File: src/rtl/gpio_register_ip.sv
// Memory-mapped GPIO block: DATA/DIR registers, pad drive, 2-flop input sync,
// composite PINS readback. One pin_cell instance per GPIO pin.

module gpio_pin_cell (
  input  logic clk,
  input  logic rst_n,
  input  logic data_we,
  input  logic dir_we,
  input  logic data_d,
  input  logic dir_d,
  input  logic pad,
  output logic data_q,
  output logic dir_q,
  output logic pin
);
  logic sync1, sync2;

  always_ff @(posedge clk) begin
    if (!rst_n) begin
      data_q <= 1'b0;
      dir_q  <= 1'b0;
      sync1  <= 1'b0;
      sync2  <= 1'b0;
    end else begin
      if (data_we) data_q <= data_d;
      if (dir_we)  dir_q  <= dir_d;
      sync1 <= pad;
      sync2 <= sync1;
    end
  end

  // Driven pins read back DATA with no lag; input pins read the sync chain.
  assign pin = dir_q ? data_q : sync2;
endmodule

module gpio_register_ip #(
  parameter int GPIO_W = 32
) (
  input  logic              clk,
  input  logic              rst_n,
  input  logic              en,
  input  logic              wr,
  input  logic [7:0]        addr_offset,
  input  logic [31:0]       data_in,
  output logic [31:0]       data_out,
  input  logic [GPIO_W-1:0] gpio_in,
  output logic [GPIO_W-1:0] gpio_out,
  output logic [GPIO_W-1:0] gpio_oe
);
  localparam logic [7:0] OFF_DATA = 8'h00;
  localparam logic [7:0] OFF_DIR  = 8'h04;
  localparam logic [7:0] OFF_PINS = 8'h08;

  logic              data_we, dir_we;
  logic [GPIO_W-1:0] data_reg, dir_reg, pins;

  assign data_we = en && wr && (addr_offset == OFF_DATA);
  assign dir_we  = en && wr && (addr_offset == OFF_DIR);

  genvar i;
  generate
    for (i = 0; i < GPIO_W; i++) begin : g_pin
      gpio_pin_cell u_cell (
        .clk     (clk),
        .rst_n   (rst_n),
        .data_we (data_we),
        .dir_we  (dir_we),
        .data_d  (data_in[i]),
        .dir_d   (data_in[i]),
        .pad     (gpio_in[i]),
        .data_q  (data_reg[i]),
        .dir_q   (dir_reg[i]),
        .pin     (pins[i])
      );
    end
  endgenerate

  assign gpio_out = data_reg;
  assign gpio_oe  = dir_reg;

  // Reads are zero-wait; idle, write cycles and unmapped offsets return 0.
  always_comb begin
    data_out = '0;
    if (en && !wr) begin
      case (addr_offset)
        OFF_DATA: data_out[GPIO_W-1:0] = data_reg;
        OFF_DIR:  data_out[GPIO_W-1:0] = dir_reg;
        OFF_PINS: data_out[GPIO_W-1:0] = pins;
        default:  data_out = '0;
      endcase
    end
  end
endmodule

File: config.mk
export PLATFORM = sky130hd
export DESIGN_NAME = gpio_register_ip
export DESIGN_NICKNAME = d
export VERILOG_FILES = /design/src/rtl/gpio_register_ip.sv
export SDC_FILE = /design/constraint.sdc
export NUM_CORES = 1
export LEC_CHECK = 0
export ABC_AREA = 1
export CORE_MARGIN = 2
export CORE_UTILIZATION = 42
export DETAILED_ROUTE_END_ITERATION = 16
export DONT_BUFFER_PORTS = 1
export PLACE_DENSITY = 0.56
export RECOVER_POWER = 100
export SETUP_SLACK_MARGIN = 0.4
export SYNTH_ARGS = -nofsm -noshare
export SYNTH_HDL_FRONTEND = slang
export SYNTH_SLANG_ARGS = --single-unit
File: constraint.sdc
create_clock -name clk -period 1.6 [get_ports clk]
set_input_delay 0.32 -clock clk [delete_from_list [all_inputs] [get_ports clk]]
set_output_delay 0.32 -clock clk [all_outputs]
set_load 0.005 [all_outputs]
Word level (Yosys, flattened, before mapping)
Index checks and enable logic that the tools add are counted.
{"block": "totals", "regBits": 128, "input_bits": 76, "output_inout_bits": 96, "elab_cells": 170}
{"block": "classes", "eq_ne": 2, "mux": 34, "reduce_logical": 6}
{"operator": "32-bit one-hot mux with 3 select lines", "count": 1}
{"operator": "1-bit two-way mux", "count": 32}
{"operator": "32-bit two-way mux", "count": 1}
{"operator": "8-bit by 3-bit == test with 1-bit output (second input constant)", "count": 1}
{"operator": "8-bit by 4-bit == test with 1-bit output (second input constant)", "count": 1}
{"operator": "8-bit zero test", "count": 1}
{"operator": "1-bit logical AND", "count": 4}
{"operator": "1-bit zero test", "count": 1}

Longest topological paths before layout
{"block": "logic_depth", "word_depth": 3, "ltp_mapped": 9, "mapped_depth_nobuf": 7}

Modules after synthesis
Synthesis repeated with hierarchy kept, for this count alone.
{"block": "hier_totals", "cells_unflattened": 916, "hier_area_um2": 5770.5}
{"module": "gpio_pin_cell", "instances": 32, "cells_each": 21, "area_each_um2": 145.1, "seq_area_each_um2": 80.1}
{"module": "gpio_register_ip", "instances": 1, "cells_each": 244, "area_each_um2": 1126.1, "seq_area_each_um2": 0.0}

Worst setup path before layout
No wires, ideal clock.
{"block": "synth_timing", "kind": "input port to output port", "startpoint": "input port addr_offset[7]", "endpoint": "output port data_out[10]", "arrival_time_ps": 1159, "required_time_ps": 1280, "path_slack_ps": 121, "cell_stages": 8, "n_path_buf": 1, "cell_sequence": "nor2_1 nand2_2 inv_2 nand2_2 buf_4 nor2_1 nor2_1 nor2_1"}
{"block": "synth_between", "elab_chain_len": 3, "word_cells_on_any_way": 5, "cone_classes": "eq/ne: 2; mux: 2; reduce/logical: 1"}
{"element": "start: declaration", "line_no": "43", "rtl": "input logic [7:0] addr_offset,"}
{"element": "8-bit by 4-bit == test with 1-bit output (tied with other cells)", "line_no": "85", "rtl": "case (addr_offset)"}
{"element": "32-bit one-hot mux with 3 select lines *", "line_no": "85"}
{"element": "32-bit two-way mux *", "line_no": "84", "rtl": "if (en && !wr) begin"}
{"element": "end: declaration", "line_no": "45", "rtl": "output logic [31:0] data_out,"}
Every way passes the cells marked *; elsewhere a longest branch is shown, timed or not.

Worst setup path after layout
{"block": "layout_timing", "startpoint": "input port addr_offset[4]", "endpoint": "output port data_out[3]"}
Same word-level chain as after synthesis.

==> results.md <==
* Min-Delay Endpoint: g_pin[7].u_cell.sync1
* Tot Pwr at 7.90 mW
* Later-pin clock latency in the skew report at 420 ps
* Dpl hpwl at 10.8 mm
* Final TNS setup at -226 ps
* Total gr overflow at 0
* Area growth from synthesis to layout at 29.3%
* DR WL/cell at 16.2 um
* Final ANT Viol Nets at 0
* Worst R2R Setup Slack at 940 ps
* Post-Syn Area per Cell at 6.53 um^2
* Endpoints failing hold at 0
* Die width at 128 um
* Final wirelength at 19.2 mm
* Ant. Diodes at 0
* Vias in the first global route at 5102
* Net count, final at 1066
* Pwr per Cell Area at 950 mW/mm^2
* Min cycle time layout at 1650 ps
* CTS max path bufs at 2
* DIE HEIGHT at 128 um
* FP Rows at 45
* Count of unique library cells instantiated by Yosys at 19
* Cells after synthesis at 986
* GRT Util Overall at 23.0%
* CP Launch Type: input pin
* Drt drc at 0
* Peak VDD IR at 693 uV
* Syn_nets at 1062
* Leak at 4.19 nW
* Via count at 5786
* PnR worst setup slack at -50.2 ps
* Final core occ at 55.2%
* GP Congestion at 0.773
* First-pass GRT wire length at 28.4 mm
* Most frequent cells in the layout: nand2_1 (193), nor2_1 (143), inv_1 (125)
* Initial Utilization at 42.7%
* Slew headroom at 27.2%
* Core area at 0.0151 mm^2
* Yosys warns at 0
* Status: complete, but fails checks
* Clock transition at the registers of the reported paths at 60 ps
* Worst Skew at 3.37 ps
* Worst R2R Path Depth at 2
* Setup CP Type: input pin to output port
* DR iter-0 viols at 266
* Worst-Margin Slew at 1090 ps
* Critical R2R Capture: g_pin[6].u_cell.data_q
* #FFs+latches synth at 128
* RSZ-0062 raised after global routing: true
* HP Class: input pin to flip-flop
* Proportion of layout cells with a drive suffix above 1 at 28.0%
* CTS Sinks at 128
* CTS tree: yes
* Largest net degree at the start of global routing at 68
* Sequential-to-total area share from yosys stat at 39.8%
* Clock root buffer: clkbuf_16
* Fmax at 0.606 GHz
* Min-delay src: rst_n
* Tcrit/Tclk final at 103%
* Max cap viols at 0
* Vias/cell at 4.86
* Failing checks: setup timing
* Leading cell type in the layout, fill and taps excluded: nand2_1
* Initial antenna violation count at 0
* PortBufs at 0
* Worst Path Required at 1280 ps
* Reg2Reg Launch Point: g_pin[6].u_cell.data_q
* DIE AREA at 0.0163 mm^2
* Critical Path Sink Type: output port
* Hold Path Depth at 2
* TritonRoute pass-1 iters at 6
* WP data arrival at 1330 ps
* Final setup viols at 11
* CTS H-Tree Depth at 4
* Total CTS buffers at 17
* I/O pin total at 172
* Slew Limit Fails at 0
* CP max FO at 5
* WHS at 0.433 ps
* Mapped Area at 0.00644 mm^2
==> synth_stat cells <==
cell type	n	area share [%]
nand2_2	3	0.29
nand2_1	244	14
inv_2	4	0.23
nor2_1	158	9.2
buf_2	16	1.2
buf_6	7	1.2
nor2_8	1	0.31
nor3b_1	1	0.12
buf_4	73	8.5
a21oi_1	38	3.0
nor2_2	2	0.19
nand3_1	126	9.8
buf_1	3	0.17
o2111ai_4	1	0.41
nor2_4	4	0.70
inv_1	145	8.5
clkbuf_1	17	0.99
dfxtp_1	128	40
o21ai_0	15	1.2
==> report_power, final <==
part           total [mW]  switching, mW  internal [mW]
logic               0.464          0.276          0.187
registers            3.22         0.0209           3.20
clock network        4.22           1.54           2.68
==> cells by family (layout without fill, tap and decap cells) <==
family / count (synthesis) / in the layout / synth area share, %
AO/OA/AOI/OAI: 54 / 54 / 4.53
flip-flops: 128 / 128 / 39.8
AND/OR/NAND/NOR: 539 / 539 / 34.8
buffers and inverters: 265 / 282 / 20.8
==> through the flow <==
stage          area, um^2  std cells  setup slack, ps
5_1_grt              8320       1191             -117
3_5_place_dp         6360       1093            -35.5
3_3_place_gp         6360       1093            -29.5
6_report             8320       1191            -50.2
4_1_cts              7980       1185            -65.1
2_1_floorplan        6490        986              194
==> layout make-up <==
type / count / area, um^2
Timing Repair Buffer: 101 / 1200
Fill cell: 1442 / 6770
Clock inverter: 14 / 208
Tap cell: 188 / 235
Multi-Input combinational cell: 593 / 2950
Sequential cell: 128 / 2730
Clock buffer: 18 / 439
Inverter: 149 / 562
==> critical path, stage by stage <==
cell and delay [ps]:
nor2_4 100, nand2_4 90, nor2_4 140, buf_6 130
buf_6 120, buf_12 140, nand2_4 50, nand2_2 50
nor2_1 40, nor2_1 140
==> sequential cells by signal (all words and copies together) (netlist names) <==
name and flops:
g_pin.u_cell.data_q 32, g_pin.u_cell.dir_q 32, g_pin.u_cell.sync1 32, g_pin.u_cell.sync2 32
==> metal layers <==
metal	wire, um	track usage (%)	vias to the layer above
met5	0	0	-
met4	334	5.95	0
met3	1360	6.84	29
met2	9190	38.1	184
met1	8360	29.5	2633
li1	-	-	2940
==> worst max path at each step <==
stage / to / slack, ps / from / cells past startpoint
3_5_place_dp: data_out[23] / -40 / addr_offset[5] / 8
4_1_cts: data_out[23] / -70 / g_pin[23].u_cell.data_q / 6
6_report: data_out[3] / -50 / addr_offset[4] / 10
2_1_floorplan: data_out[17] / 190 / addr_offset[5] / 9
5_1_grt: data_out[3] / -120 / addr_offset[4] / 10
3_3_place_gp: data_out[23] / -30 / addr_offset[5] / 8
==> timing repair <==
item / CTS / global route
gates resized for setup: 160 / 102
hold endpoints to repair: 41 / 3
hold buffers: 46 / 1
buffers inserted: 9 / 6
gates cloned: 5 / 2
endpoints found under the setup margin: 37 / 96
pin swaps: 68 / 67
Note: power is estimated with default switching activity, not from simulation.
